===== src/rtl/data_mem_arbiter.sv =====
// Round-robin two-port front end for the single-port, registered-read data_mem.
// Each access walks IDLE -> ISSUE -> CAPTURE -> RESP; out-of-range addresses get an error response.
module data_mem_arbiter #(
  parameter int W     = 16,
  parameter int AW    = 5,
  parameter int DEPTH = 16
) (
  input  logic          clk,
  input  logic          rst_n,
  input  logic          req0_valid,
  output logic          req0_ready,
  input  logic          req0_write,
  input  logic [AW-1:0] req0_addr,
  input  logic [W-1:0]  req0_wdata,
  output logic          rsp0_valid,
  input  logic          rsp0_ready,
  input  logic          req1_valid,
  output logic          req1_ready,
  input  logic          req1_write,
  input  logic [AW-1:0] req1_addr,
  input  logic [W-1:0]  req1_wdata,
  output logic          rsp1_valid,
  input  logic          rsp1_ready,
  output logic [W-1:0]  rsp_rdata,
  output logic          rsp_err,
  output logic [AW-1:0] mem_addr,
  output logic          mem_write,
  output logic [W-1:0]  mem_wdata,
  input  logic [W-1:0]  mem_rdata,
  output logic          busy
);

  typedef enum logic [1:0] {IDLE, ISSUE, CAPTURE, RESP} state_t;

  // One extra bit so DEPTH == 2**AW is representable.
  localparam logic [AW:0] DEPTH_LIMIT = (AW + 1)'(DEPTH);

  state_t        state;
  state_t        state_next;
  logic          owner;
  logic          last_grant;
  logic          err_q;
  logic          write_q;
  logic          grant_valid;
  logic          grant_port;
  logic          accept;
  logic [AW-1:0] sel_addr;
  logic [W-1:0]  sel_wdata;
  logic          sel_write;
  logic          sel_oor;
  logic          owner_rsp_ready;

  // On a tie the port that did not win last time gets the grant.
  always_comb begin
    grant_valid = req0_valid | req1_valid;
    grant_port  = 1'b0;
    if (req0_valid && req1_valid) begin
      grant_port = ~last_grant;
    end else if (req1_valid) begin
      grant_port = 1'b1;
    end
  end

  assign accept          = (state == IDLE) && grant_valid;
  assign req0_ready      = accept && !grant_port;
  assign req1_ready      = accept && grant_port;
  assign sel_addr        = grant_port ? req1_addr  : req0_addr;
  assign sel_wdata       = grant_port ? req1_wdata : req0_wdata;
  assign sel_write       = grant_port ? req1_write : req0_write;
  assign sel_oor         = {1'b0, sel_addr} >= DEPTH_LIMIT;
  assign owner_rsp_ready = owner ? rsp1_ready : rsp0_ready;
  assign busy            = (state != IDLE);

  always_ff @(posedge clk or negedge rst_n) begin
    if (!rst_n) begin
      state <= IDLE;
    end else begin
      state <= state_next;
    end
  end

  always_comb begin
    state_next = state;
    case (state)
      IDLE:    if (accept) state_next = ISSUE;
      ISSUE:   state_next = CAPTURE;
      CAPTURE: state_next = RESP;
      RESP:    if (owner_rsp_ready) state_next = IDLE;
      default: state_next = IDLE;
    endcase
  end

  // The memory command is launched from registers so mem_write is glitch-free
  // and can only ever be high during the single ISSUE cycle.
  always_ff @(posedge clk or negedge rst_n) begin
    if (!rst_n) begin
      owner      <= 1'b0;
      last_grant <= 1'b1;
      err_q      <= 1'b0;
      write_q    <= 1'b0;
      mem_addr   <= '0;
      mem_wdata  <= '0;
      mem_write  <= 1'b0;
      rsp_rdata  <= '0;
      rsp_err    <= 1'b0;
      rsp0_valid <= 1'b0;
      rsp1_valid <= 1'b0;
    end else begin
      case (state)
        IDLE: begin
          if (accept) begin
            owner      <= grant_port;
            last_grant <= grant_port;
            mem_addr   <= sel_addr;
            mem_wdata  <= sel_wdata;
            err_q      <= sel_oor;
            write_q    <= sel_write;
            mem_write  <= sel_write & ~sel_oor;
          end
        end
        ISSUE: begin
          mem_write <= 1'b0;
        end
        CAPTURE: begin
          rsp_rdata <= (!write_q && !err_q) ? mem_rdata : '0;
          rsp_err   <= err_q;
          if (owner) begin
            rsp1_valid <= 1'b1;
          end else begin
            rsp0_valid <= 1'b1;
          end
        end
        RESP: begin
          if (owner_rsp_ready) begin
            rsp0_valid <= 1'b0;
            rsp1_valid <= 1'b0;
          end
        end
        default: ;
      endcase
    end
  end

endmodule


===== config.mk =====
export PLATFORM = sky130hd
export DESIGN_NAME = data_mem_arbiter
export DESIGN_NICKNAME = d
export VERILOG_FILES = /design/src/rtl/data_mem_arbiter.sv
export SDC_FILE = /design/constraint.sdc
export NUM_CORES = 1
export LEC_CHECK = 0
export ABC_AREA = 1
export CORE_UTILIZATION = 39
export CTS_CLUSTER_DIAMETER = 40
export DETAILED_ROUTE_END_ITERATION = 12
export GPL_ROUTABILITY_DRIVEN = 0
export GPL_TIMING_DRIVEN = 0
export PLACE_DENSITY = 0.82
export SKIP_LAST_GASP = 1
export SLEW_MARGIN = 20
export SYNTH_ARGS = -nofsm -noshare
export SYNTH_HDL_FRONTEND = slang
export SYNTH_SLANG_ARGS = --single-unit
export TNS_END_PERCENT = 100

===== constraint.sdc =====
create_clock -name clk -period 1.7 [get_ports clk]
set_clock_uncertainty 0.15 [all_clocks]
set_input_delay 0.17 -clock clk [delete_from_list [all_inputs] [get_ports clk]]
set_output_delay 0.17 -clock clk [all_outputs]
set_load 0.01 [all_outputs]

# [Yosys cells after proc, flatten, opt, wreduce, memory -nomap -nowiden]
# Cells that the tools add are included.
[op_classes] addsub=0 n_mul=0 div=0 magnitude_cmp=1 n_eq_ne=7 shift=0 n_mux=17 bitwise_logic=4 n_reduce_logical=17
[ops] op="16-bit 2-to-1 mux" n=2
[ops] op="1-bit 2-to-1 mux" n=8
[ops] op="2-bit inequality test (second input constant)" n=4
[ops] op="2-bit case mux with 4 select lines" n=1
[ops] op="1-bit case mux with 2 select lines" n=3
[ops] op="2-bit AND reduction" n=3
[ops] op="3-bit AND reduction" n=2
[ops] op="2-bit nonzero test" n=3
[ops] op="5-bit greater-or-equal comparator (second input constant)" n=1
[ops] op="1-bit logical AND" n=5
[ops] op="5-bit 2-to-1 mux" n=1
[ops] op="2-bit == test (second input constant)" n=2
[ops] op="2-bit 2-to-1 mux" n=2
[ops] op="1-bit logical NOT" n=3
[ops] op="2-bit by 1-bit == test with 1-bit output (second input constant)" n=1
[ops] op="2-bit logical NOT" n=1
[ops] op="1-bit inverter" n=2
[ops] op="1-bit bitwise AND" n=1
[ops] op="1-bit OR" n=1
[word_totals] register_bits=47 latch_bits=0 mem_bits_rw=0 mem_bits_ro=0 input_bits=66 output_inout_bits=44 word_cells=58 mem_count=0

# [Logic depth before layout (Yosys ltp)]
[logic_depth] word_depth=8 ltp_mapped=9 mapped_depth_nobuf=8

# [Worst setup path before layout]
# OpenSTA, ideal clock, no wires.
[synth_timing] path_kind="flip-flop to output port" startpoint="register state[0]" endpoint="output port req0_ready" arrival_ps=1254 required_ps=1380 slack_ps=126 stages_incl_launch_ff=8 n_path_buf=1 path_cell_list="dfrtp_1 > inv_1 > ha_1 > inv_1 > nor2_4 > inv_2 > nor2_4 > buf_6"
[synth_via] elab_chain_cells=3
[synth_rtl] element="start: declaration" line="38" rtl="state_t state;"
[synth_rtl] element="start signal: assignment" line="78" rtl="state <= state_next;"
[synth_rtl] element="2-bit logical NOT" line="64" rtl="assign accept = (state == IDLE) && grant_valid;"
[synth_rtl] element="1-bit logical AND" line="64"
[synth_rtl] element="1-bit logical AND" line="65" rtl="assign req0_ready = accept && !grant_port;"
[synth_rtl] element="end: declaration" line="11" rtl="output logic req0_ready,"
# Every way passes these cells.

# [Worst setup path in the final report]
[layout_timing] startpoint="register state[1]" endpoint="output port req0_ready"
# Same word-level chain as after synthesis.

==> run summary <==
Final Cycle Share - 1.056
vias per cell - 4.753
Top FF cell, synth - dfrtp_1
final setup fails - 3
largest net degree at the start of global routing - 33
Final Power - 6025 µW
status - complete, but fails checks
Reg clk slew, reported paths - 0.09 ns
Logic pwr share - 0.569
failing checks - setup timing
Detail Route Antenna Nets - 0
HPWL Detailed - 4037 µm
Reg power frac - 0.325
largest family of logic cells by synthesized area - simple AND/OR/NAND/NOR gates
Slowest Stage Delay on Critical Path - 0.41 ns
post-synthesis cell type count - 19
total CTS buffers - 5
share of the synthesized area in the top cell type - 0.5428
VDD IR max - 777.8 µV
final worst slack - -0.09602 ns
WS Path Type - reg2out
Synth Warn # - 0
num rows - 26
area grow syn2layout - 72.32%
total negative slack - -0.1440 ns
Int Pwr - 3778 µW
Syn Area/Cell - 8.365 µm²
sw frac - 0.3730
initial DRC count - 105
clock share of power - 0.106
multiplexer share of the synthesized area - 0
Hold Crit Class - in2async
WL per Instance - 12.67 µm
startpoint types - register
share of cells above drive strength 1 - 0.1380
power density over the cells - 1686 mW/mm²
grt ovf - 0
final core occ - 0.6999
slew margin rel. - 0.7504
Synth area leader - dfrtp_1
Die Span X - 74.93 µm
count leader, synth - nand2_1
Fmax - 0.5568 GHz
Slew Limit Fails - 0
CTS root buffer - clkbuf_8
first-pass GRT wire length - 8735 µm
die area - 0.005615 mm²
# nets final - 455
Slowest-stage cell, CP - dfrtp_1
worst path cell trace - inv_2 > ha_4 > inv_6 > nor2_4 > inv_4 > nor2_4 > buf_6 > buf_6
sequential share of the synthesized area - 0.5555
Post-synth EDFFs - 0
ANT cells - 0
ranking of synthesized cells by area - dfrtp_1 54%, nand2_1 21%, nand3_1 9.9%, ha_1 3.0%, buf_6 1.6%
max-cap viol count - 0
post-route DRC violation count - 0
worst slew pin tran - 0.3744 ns
Critical Path RT - 1.38 ns
Overall Global Routing Usage - 0.2068
CTS tree - done
crit path max fanout - 2
Synth Area in Compound Gates - 0.02292
Vias - 2,158
initial antenna violation count - 0
drt first pass iters - 4
die height - 74.93 µm
initial core utilization - 0.4062
sw power - 2248 µW
port bufs - 109
Post-Synth Adder-Cell Area - 0.03016
most frequent cells after synthesis - 115 x nand2_1, 45 x dfrtp_1, 41 x nand3_1
core area - 0.005107 mm²
H-tree depth - 2
xor and xnor area share after synthesis - 0
clock sink total - 46
critical path arrival - 1.48 ns
RSZ-0062 raised after global routing - yes
Max Buffers Root-to-Sink - 2
vias in the first global route - 1,978
Hold Fails Final Rpt - 0
minimum clock period - 1.796 ns
post-synthesis simple-gate area fraction - 0.3378
#FFs+latches synth - 46
Syn Nets - 319
clk_lat worst skew - 0.29 ns
cell leakage power - 0.001683 µW
Netlist Area Pre-Place - 0.002074 mm²
endpoint class of the critical path - output pin
post-synthesis cell count - 248
io pins - 110
DRT Wirelength - 5753 µm
Placement Setup Slack - -0.5393 ns
async set-reset flop share out of synthesis - 1.000
cell usage in the layout (no fill, tap or decap), types with 6 or more instances in the layout:
master           count
buf_6                6
nor2_1               6
buf_4               18
nand3_1             41
nand2_1            113
dfrtp_1             45
clkdlybuf4s50_1    105
o21ai_0              6
registers in the layout, indices dropped and copies added (netlist names), 2 cells and up:
| name | count |
|---|---|
| rsp_rdata | 16 |
| state | 2 |
| mem_wdata | 16 |
| mem_addr | 5 |
power groups by stage:
stage	clock [µW]	combinational, µW	sequential, µW
2_1_floorplan	0	1200	2180
3_3_place_gp	0	2870	1950
3_5_place_dp	0	2940	1970
4_1_cts	652	3160	1960
5_1_grt	702	3770	2020
6_report	640	3430	1960
cells by family (layout without fill, tap and decap cells):
group,count (synthesis),after routing
buf+inv,21,157
simple gates,167,167
fa+ha+maj,5,5
compound gates,9,9
flops,46,46
area by class of cell:
cell class	instances	area, µm²
repair buffers	129	1265
clock inverters	1	7.507
fillers	411	1533
flip-flops and latches	46	1152
plain buffers	10	80.08
clock buffers	6	72.57
well taps	70	87.58
inverters	11	48.80
multi-input cells	181	860.8
metal layers:
layer | global-route usage | share of wire
met1 | 0.2386 | 0.41
met2 | 0.3694 | 0.51
met3 | 0.05890 | 0.070
met4 | 0.06709 | 0.014
met5 | 0 | 0
critical path: cells and delay by family (launching register included):
family                   cells  cell delay, ns
flip-flops                   1            0.41
buffers and inverters        5            0.38
adder cells (fa/ha/maj)      1            0.17
AND/OR/NAND/NOR              2            0.22
per-stage QoR:
stage                     hold slack [ns]  std cells  instance area [µm²]
after detailed placement         -0.04203        428                 3268
after global routing               0.1951        454                 3575
after global placement             0.3039        427                 3253
final                              0.1624        454                 3575
after floorplan                   -0.2756        248                 2074
after CTS                          0.1847        445                 3465
worst paths after layout:
kind	cells past startpoint	slack (ns)	startpoint	endpoint
max reg2reg	7	0.03	state[0]$_DFFE_PN0P_	state[0]$_DFFE_PN0P_
min reg2reg	2	0.33	rsp_rdata[9]$_DFFE_PN0P_	rsp_rdata[9]$_DFFE_PN0P_
min in group clk	3	0.28	req0_wdata[11]	mem_wdata[11]$_DFFE_PN0P_
min	2	0.16	rst_n	rsp0_valid$_DFFE_PN0P_
max	8	-0.1	state[1]$_DFFE_PN0P_	req0_ready
max in group asynchronous	3	0.74	rst_n	rsp_rdata[4]$_DFFE_PN0P_
timing repair:
item | in CTS | in global routing
cloned | 0 | 0
hold buffers | 1 | 0
endpoints found under the setup margin | 35 | 14
pin swaps | 4 | 4
setup buffers | 9 | 10
resized for setup | 25 | 7
hold endpoints to repair | 46 | 0
Note: power is estimated with default switching activity, not from simulation.
